File: src/rtl/pulse_duration_tx.sv
// Transmit side of the pulse-duration temperature link.
// Each accepted request becomes one frame on signal_out: a low pulse of N cycles, then a forced high gap.
module pulse_duration_tx #(
    parameter int MIN_T      = -40,
    parameter int MAX_T      = 125,
    parameter int MIN_RAW    = 1109,
    parameter int MAX_RAW    = 1601,
    parameter int SLOPE_Q8   = 763,
    parameter int GAP_CYCLES = 16,
    parameter int CNT_W      = 12
) (
    input  logic             clk,
    input  logic             reset_n,
    input  logic             in_valid,
    output logic             in_ready,
    input  logic             in_mode,
    input  logic [8:0]       temp_in,
    input  logic [CNT_W-1:0] raw_in,
    output logic             signal_out,
    output logic             busy,
    output logic             frame_done,
    output logic [CNT_W-1:0] dur_out
);

    typedef enum logic [1:0] {IDLE, LOAD, LOW, GAP} state_t;

    state_t           state;
    logic [CNT_W-1:0] low_cnt;
    logic [CNT_W-1:0] gap_cnt;

    logic signed [8:0] temp_s;
    logic signed [8:0] t_clamped;
    logic [8:0]        d;
    logic [19:0]       prod;
    logic [31:0]       n_temp;
    logic [CNT_W-1:0]  n_calc;

    assign temp_s = temp_in;

    // Fixed-point conversion: truncating Q8.8 scale, then clamp to the longest legal pulse.
    always_comb begin
        t_clamped = temp_s;
        if (temp_s < MIN_T)
            t_clamped = 9'(MIN_T);
        else if (temp_s > MAX_T)
            t_clamped = 9'(MAX_T);
        d      = 9'(t_clamped - 9'(MIN_T));
        prod   = 20'(d) * 20'(SLOPE_Q8);
        n_temp = 32'(MIN_RAW) + 32'(prod >> 8);
        if (n_temp > 32'(MAX_RAW))
            n_temp = 32'(MAX_RAW);
        if (in_mode)
            n_calc = (raw_in == '0) ? CNT_W'(1) : raw_in;
        else
            n_calc = CNT_W'(n_temp);
    end

    always_ff @(posedge clk or negedge reset_n) begin
        if (!reset_n) begin
            state      <= IDLE;
            signal_out <= 1'b1;
            in_ready   <= 1'b0;
            busy       <= 1'b0;
            frame_done <= 1'b0;
            dur_out    <= '0;
            low_cnt    <= '0;
            gap_cnt    <= '0;
        end else begin
            case (state)
                IDLE: begin
                    frame_done <= 1'b0;
                    signal_out <= 1'b1;
                    if (in_valid && in_ready) begin
                        state    <= LOAD;
                        in_ready <= 1'b0;
                        busy     <= 1'b1;
                        dur_out  <= n_calc;
                        low_cnt  <= n_calc;
                    end else begin
                        in_ready <= 1'b1;
                    end
                end
                LOAD: begin
                    state      <= LOW;
                    signal_out <= 1'b0;
                end
                LOW: begin
                    if (low_cnt <= CNT_W'(1)) begin
                        state      <= GAP;
                        signal_out <= 1'b1;
                        gap_cnt    <= CNT_W'(GAP_CYCLES);
                        frame_done <= (GAP_CYCLES == 1);
                    end else begin
                        low_cnt <= low_cnt - CNT_W'(1);
                    end
                end
                GAP: begin
                    // frame_done is registered, so it is raised one edge ahead to land on the last gap cycle.
                    if (gap_cnt <= CNT_W'(1)) begin
                        state      <= IDLE;
                        in_ready   <= 1'b1;
                        busy       <= 1'b0;
                        frame_done <= 1'b0;
                    end else begin
                        gap_cnt    <= gap_cnt - CNT_W'(1);
                        frame_done <= (gap_cnt == CNT_W'(2));
                    end
                end
                default: begin
                    state      <= IDLE;
                    signal_out <= 1'b1;
                    busy       <= 1'b0;
                    frame_done <= 1'b0;
                end
            endcase
        end
    end

endmodule

File: config.mk
export PLATFORM = sky130hd
export DESIGN_NAME = pulse_duration_tx
export DESIGN_NICKNAME = d
export VERILOG_FILES = /design/src/rtl/pulse_duration_tx.sv
export SDC_FILE = /design/constraint.sdc
export NUM_CORES = 1
export LEC_CHECK = 0
export CAP_MARGIN = 0
export CORE_UTILIZATION = 55
export CTS_BUF_LIST = sky130_fd_sc_hd__clkbuf_8
export DETAILED_ROUTE_END_ITERATION = 16
export GPL_ROUTABILITY_DRIVEN = 0
export GPL_TIMING_DRIVEN = 0
export PLACE_DENSITY = 0.79
export SLEW_MARGIN = 20
export SYNTH_ARGS = -nofsm -noshare
export SYNTH_HDL_FRONTEND = slang
export SYNTH_SLANG_ARGS = --single-unit
File: constraint.sdc
create_clock -name clk -period 2.5 [get_ports clk]
set_input_delay 0.75 -clock clk [delete_from_list [all_inputs] [get_ports clk]]
set_output_delay 0.75 -clock clk [all_outputs]
set_load 0.1 [all_outputs]
* Word-level counts from Yosys, hierarchy flattened
Cells that the tools add are included.
Word-level totals: word-level logic and storage cells 69, output and inout bits 16, register bits 42
Cells by class: equal/unequal tests 9, add/sub/neg operators 4, magnitude comparators 5, mux-type cells 26, multipliers 1, reduce and logical (&&, ||, !) cells 16
Operator list (number):
- $mux W12 | 7
- $pmux W12 S2 | 2
- $le A12 B1 Y1 const B | 2
- $sub A12 B1 Y12 const B | 2
- $mul A9 B10 Y19 const B | 1
- $mux W9 | 2
- $add A11 B11 Y12 const A | 1
- $eq A12 B2 Y1 const B | 1
- $gt A12 B11 Y1 const B | 1
- $logic_not A12 Y1 | 1
- $reduce_and A3 Y1 | 4
- $ne A2 B2 Y1 const B | 5
- $gt A9 B8 Y1 const B | 1
- $lt A9 B7 Y1 const B | 1
- $sub A9 B7 Y9 const B | 1
- $pmux W2 S4 | 1
- $reduce_and A2 Y1 | 4
- $mux W1 | 7
- $mux W2 | 3
- $pmux W1 S3 | 2
- $reduce_bool A2 Y1 | 3
- $reduce_bool A3 Y1 | 2
- $eq A2 B2 Y1 const B | 2
- $pmux W1 S2 | 2
- other kinds (3) | 3

* Longest topological paths before layout
Gate-level depths: netlist (run 1).
depth after elaboration 11, depth in mapped cells 33, gate-level depth less buffers 32

* Worst setup path after synthesis (run 1)
Ideal clock, no wire load.
kind input -> register, start point input port temp_in[5], end point register low_cnt[5], stages on the path 31, data arrival time 8115 ps, slack -5753 ps, path through nand4_1 o31ai_1 ha_1 clkbuf_1 nor3_1 inv_1 ha_1 nor4_1 nor2_1 a21oi_1 ha_1 inv_1 ha_1 or2_2 fa_1 fa_1 inv_1 fa_1 inv_1 ha_1 a21oi_1 o21a_1 and4bb_2 a221o_2 and2_4 a221oi_4 or2b_1 a21oi_1 o31ai_4 a2bb2oi_1 o221ai_1
On the way: longest elaborated chain between the ends 11, elaborated cells on any way between the ends 12, classes of those cells add/sub (2); mul (1); order compare (3); mux (6)
RTL lines:
- start: declaration | RTL line 17 | input logic [8:0] temp_in,
- $gt A9 B8 Y1 | RTL line 45 | else if (temp_s > MAX_T)
- $mux W9 | RTL line 45
- $mux W9 * | RTL line 43 | if (temp_s < MIN_T)
- $sub A9 B7 Y9 * | RTL line 47 | d = 9'(t_clamped - 9'(MIN_T));
- $mul A9 B10 Y19 * | RTL line 48 | prod = 20'(d) * 20'(SLOPE_Q8);
- $add A11 B11 Y12 * | RTL line 49 | n_temp = 32'(MIN_RAW) + 32'(prod >> 8);
- $gt A12 B11 Y1 | RTL line 50 | if (n_temp > 32'(MAX_RAW))
- $mux W12 * | RTL line 50
- $mux W12 * | RTL line 52 | if (in_mode)
- $mux W12 * | RTL line 73 | if (in_valid && in_ready) begin
- $pmux W12 S2 * | RTL line 69 | case (state)
- end signal: assignment | RTL line 78 | low_cnt <= n_calc;
- end signal: assignment | RTL line 94 | low_cnt <= low_cnt - CNT_W'(1);
- end: declaration | RTL line 28 | logic [CNT_W-1:0] low_cnt;
Mark *: on every way between the ends. The rest lies on a longest branch, timed or not. The select of a mux whose other input is x is not followed. A chain may end at the register's enable or synchronous reset.

* Worst setup path after layout (run 1)
start point input port temp_in[3], end point register dur_out[1]
On the way: longest elaborated chain between the ends 9, elaborated cells on any way between the ends 10, classes of those cells add/sub (2); mul (1); order compare (3); mux (4)
RTL lines:
- $gt A9 B8 Y1 | RTL line 45
- $mux W9 | RTL line 45
- $mux W9 * | RTL line 43
- $sub A9 B7 Y9 * | RTL line 47
- $mul A9 B10 Y19 * | RTL line 48
- $add A11 B11 Y12 * | RTL line 49
- $gt A12 B11 Y1 | RTL line 50
- $mux W12 * | RTL line 50
- $mux W12 * | RTL line 52
- end signal: assignment | RTL line 77 | dur_out <= n_calc;
- end: declaration | RTL line 22 | output logic [CNT_W-1:0] dur_out
Mark *: on every way between the ends. The rest lies on a longest branch, timed or not.

==> impl_metrics.csv, run 1 <==
group,metric,value,unit
timing,setup_ws,-4980,ps
timing,rsz0062_at_grt,"yes",
grt,grt_start_max_net_pins,28,
worst_setup_path,worstSetupEndpointType,"flop",
finish,fin_nets,770,
outcome,failed_checks,"negative setup slack",
floorplan,coreArea,0.00834,mm2
grt,grt_first_pass_wirelength,20.9,mm
floorplan,dieArea,0.00909,mm2
timing,fin_skew,11.8,ps
grt,gr-total-overflow,0,
yosys,synth_edf_count,0,
yosys,async_flop_share,100,%
routing,via_per_inst,6.09,
clock_tree,tritoncts,"done",
worst_setup_path,worst-path-buf-inv,6,
routing,drtAntennaViolNets,0,
worst_setup_path,cp.required,2690,ps
finish,stdcell_area,0.00655,mm2
yosys,yosysUniqueCellTypes,78,
clock_tree,cts_buffers,5,
placed_design,place_ws,-6370,ps
finish,fillers,492,
worst_setup_path,r2r_start,"gap_cnt[6]",
worst_setup_path,critPathMaxStageDelay,540,ps
routing,vias,4686,
placed_design,portBuffers,40,
yosys,syn_nets,661,
yosys,ys_ff_latch,42,
grt,grt_pass1_vias,4573,
worst_setup_path,path_class,"input port to flop",
floorplan,die_height,95.4,um
floorplan,die_x,95.4,um
floorplan,io-pin-count,41,
grt,use_met3,4.31,%
yosys,yosysWarnings,0,
routing,drtIter0Drc,262,
grt,grt_util_met2,54.4,%
timing,relSlewSlack,35.1,%
routing,firstDrtPassIters,5,
grt,met1_usage,33.9,%
finish,final_cell_mix,"inv_1 (71), buf_4 (56), nand2_1 (44)",
worst_setup_path,cp.arrival,7670,ps
timing,period_share,299,%
clock_tree,htreeDepth,2,
worst_setup_path,crit_slowest_cell,"fa_1",
finish,area_growth,36.5,%
routing,drt-total-wl,13.9,mm
yosys,syn_area,0.00479,mm2
routing,drc_errors,0,
timing,finalHoldViolCount,0,
worst_setup_path,start_kind,"input port",
finish,num_antenna_cells,0,
worst_setup_path,cpMostUsedCell,"ha_4",
floorplan,num_rows,33,
timing,worstMarginPinSlew,978,ps
worst_setup_path,startpoint,"temp_in[3]",
clock_tree,path_clk_slew,90,ps
timing,setup_viol_count_final,23,
floorplan,start_util,57.5,%
yosys,seq_area_frac_synth,21.9,%
placed_design,placed_cell_area,0.00549,mm2
timing,hold_slack,376,ps
clock_tree,cts_num_sinks,42,
worst_setup_path,crit_fanout,5,
timing,drv_slew,0,
yosys,syn_inst,554,
flow_run,maxCapViolCount,0,
yosys,synth_area_per_cell,8.65,um2
outcome,status,"finished, violations left",
clock_tree,clock-root-buffer,"clkbuf_8",
finish,drive_above_1_share,30.4,%
grt,top_usage_layer,"met2",
grt,grt_antenna_before_repair,0,
worst_setup_path,crit_family,"adder cells",
routing,post_drt_wl_per_cell,18.1,um
finish,final_common_cell,"inv_1",
hold_path,worstHoldPathType,"input port to asynchronous set/reset pin",
grt,track_usage,29.4,%
finish,finalNonFillerCells,769,
timing,period_minus_slack,7480,ps
yosys,synth_ff_type,"dfrtp_1",
clock_tree,clk_latency,300,ps
timing,fmax,134,MHz
placed_design,dpl.hpwl,8.86,mm
clock_tree,cts_buffer_depth,2,
placed_design,dpl.cell_count,700,
cell families (layout without fill, tap and decap cells):
kind of cell	Yosys count	after routing	share of synthesized area, %
AO/OA/AOI/OAI	133	133	19.7
XOR/XNOR	28	28	5.51
adder cells (fa/ha/maj)	82	82	26.1
buffers and inverters	90	200	7.70
flip-flops	42	42	21.9
multiplexers	5	5	1.07
AND/OR/NAND/NOR	174	174	18.0
area by class of cell:
cell class                 instances  area [um2]  share of cell area [%]
multi-input combinational        422        3990                    60.9
sequential                        42        1050                    16.1
timing repair buffer             104         922                    14.1
inverter                          78         293                    4.47
tap                              105         131                    2.01
clock buffer                       6        82.6                    1.26
buffer                            10        66.3                    1.01
clock inverter                     2        12.5                   0.191
per-layer routing:
layer,wire [um],vias to the layer above
met5,0,-
met4,512,0
met3,754,39
met2,7210,213
met1,5430,2291
li1,-,2143
final timing paths:
| path | endpoint | cells after the start | slack (ps) |
|---|---|---|---|
| max | dur_out[1] | 32 | -4980 |
| min | low_cnt[8] | 1 | 380 |
| max reg2reg | state[0] | 11 | -10 |
| min reg2reg | dur_out[7] | 2 | 480 |
| max in group asynchronous | signal_out | 2 | 1560 |
| min in group clk | dur_out[7] | 2 | 480 |
repair_timing:
item	CTS	global route
gates resized for setup	111	54
pin swaps	56	38
hold buffers	0	0
endpoints found under the hold margin	0	0
endpoints found under the setup margin	49	34
buffers inserted	51	15
worst register-to-register path, delay by kind of cell (launching register included):
family	cells	cell delay (ps)
buffers and inverters	2	230
DFF	1	430
AOI/OAI and AO/OA	2	260
and+or+nand+nor	7	1510
metrics by stage:
stage                     TNS, ps  utilization [%]
after CTS                 -106870             75.1
after floorplan           -104520                -
after global placement    -148950             65.7
after global routing      -111200             78.5
after detailed placement  -136700             65.9
final                     -106550             78.5
flip-flops by register name, summed over array words and instances, names as in the netlist:
signal and flops:
busy 1, dur_out 12, frame_done 1, gap_cnt 12, in_ready 1, low_cnt 12, signal_out 1, state 2
cells in the mapped netlist, drive strengths merged, types with 8 or more instances:
master,instances,area [um2]
a21oi,25,125
clkbuf,10,61.3
dfrtp,41,1030
fa,30,601
ha,52,651
inv,78,293
nand2,49,186
nand3,11,55.1
nor2,45,171
nor3,13,65.1
nor4,8,50.1
o21a,8,60.1
o21ai,35,175
o31ai,10,88.8
or3,8,51.3
xnor2,19,185
xor2,9,78.8
Power of run 1 is not shown: default switching activity piles up to over one toggle a cycle in this logic, so the estimate is an artifact.
==> run 2: changes to the inputs <==
Settings changed: MAX_ROUTING_LAYER set to met4, TNS_END_PERCENT set to 5.
==> impl_metrics.csv, run 2 (same netlist as run 1, synthesis figures left out) <==
group,metric,value,unit
worst_setup_path,crit_fanout,6,
routing,drt-total-wl,12.6,mm
finish,fillers,592,
finish,drive_above_1_share,24.1,%
clock_tree,cts_num_sinks,42,
placed_design,portBuffers,40,
grt,grt_start_max_net_pins,31,
timing,setup_ws,-5020,ps
routing,drtAntennaViolNets,0,
timing,setup_viol_count_final,24,
outcome,failed_checks,"negative setup slack",
finish,seqCellArea,0.00105,mm2
floorplan,num_rows,33,
finish,final_common_cell,"inv_1",
clock_tree,clock-root-buffer,"clkbuf_8",
routing,drc_errors,0,
finish,finish.utilization,74.0,%
grt,track_usage,29.3,%
timing,fmax,133,MHz
routing,vias,4393,
worst_setup_path,path_class,"input port to flop",
timing,period_minus_slack,7520,ps
finish,final_cell_mix,"inv_1 (72), nand2_1 (45), ha_1 (41), dfrtp_1 (41), nor2_1 (39)",
floorplan,die_x,95.4,um
worst_setup_path,crit_slowest_cell,"fa_1",
floorplan,start_util,57.5,%
finish,reg_top3,"dur_out (12), gap_cnt (12), low_cnt (12)",
floorplan,coreArea,0.00834,mm2
clock_tree,path_clk_slew,90,ps
timing,setup_tns,-106570,ps
finish,fin_nets,733,
floorplan,dieArea,0.00909,mm2
flow_run,maxCapViolCount,0,
routing,via_per_inst,6.00,
clock_tree,tritoncts,"done",
routing,post_drt_wl_per_cell,17.3,um
hold_path,worstHoldPathType,"input port to asynchronous set/reset pin",
worst_setup_path,critPathMaxStageDelay,490,ps
finish,multi_input_area,0.00389,mm2
timing,finalHoldViolCount,0,
clock_tree,clk_latency,300,ps
floorplan,die_height,95.4,um
timing,period_share,301,%
clock_tree,cts_buffer_depth,2,
timing,rsz0062_at_grt,"yes",
finish,area_growth,28.7,%
placed_design,dpl.hpwl,8.75,mm
worst_setup_path,r2r_cells,10,
worst_setup_path,cpMostUsedCell,"ha_4",
timing,drv_slew,0,
worst_setup_path,worstSetupEndpointType,"flop",
routing,drtIter0Drc,201,
floorplan,io-pin-count,41,
outcome,status,"finished, violations left",
clock_tree,cts_buffers,5,
worst_setup_path,start_kind,"input port",
timing,fin_skew,11.2,ps
timing,relSlewSlack,36.1,%
clock_tree,htreeDepth,2,
finish,num_antenna_cells,0,
worst_setup_path,cp.required,2720,ps
routing,firstDrtPassIters,4,
grt,grt_antenna_before_repair,0,
grt,gr-total-overflow,0,
timing,hold_slack,334,ps
grt,grt_first_pass_wirelength,20.1,mm
grt,grt_pass1_vias,4486,
timing,worstMarginPinSlew,962,ps
worst_setup_path,cp.arrival,7740,ps
-- run 2: cell types whose count changed in the layout (fill, tap and decap cells not counted), moves of 3 or more --
cell / change
a2bb2oi_4: -3
o21ai_1: -3
a2bb2oi_2: +3
buf_4: -33
-- run 2: path summary, 6_finish.rpt --
check | startpoint | endpoint | slack, ps
max | temp_in[6] | low_cnt[4] | -5020
min | reset_n | in_ready | 330
max reg2reg | low_cnt[0] | low_cnt[6] | -20
min reg2reg | dur_out[10] | dur_out[10] | 480
max in group asynchronous | reset_n | gap_cnt[11] | 1700
min in group clk | dur_out[10] | dur_out[10] | 480
-- run 2: stage by stage --
step | worst slack, ps | cells | cell area, um2
global placement | -6220 | 699 | 5470
floorplan | -4910 | 554 | 4930
detailed placement | -6360 | 700 | 5480
finish | -5020 | 732 | 6170
global route | -5300 | 732 | 6170
CTS | -5100 | 727 | 6010
-- run 2: final cells by class --
type,instances,area share (%)
clock buffer,6,1.34
tap,105,2.13
clock inverter,2,0.974
inverter,78,4.75
multi-input combinational,423,63.0
timing repair buffer,65,9.43
buffer,11,1.30
sequential,42,17.1
-- run 2: per-layer routing --
layer	global-route usage [%]	vias up	routed length [um]
li1	-	2072	-
met1	30.9	2133	4870
met2	54.0	140	6730
met3	3.59	48	521
met4	13.4	0	516
met5	-	-	0
-- run 2: repair_timing --
action	4_1_cts	5_1_grt
cloned	1	0
pin swaps	49	21
hold buffers	0	0
buffers inserted	20	5
resized for setup	97	44
endpoints found under the setup margin	48	32
-- run 2: worst max-delay path: cells and delay by family --
kind	cells	cell delay [ps]
AOI/OAI and AO/OA	11	2240
adders and majority gates	8	2570
buffers and inverters	9	950
and+or+nand+nor	5	1210
Power of run 2 is left out for the same reason.
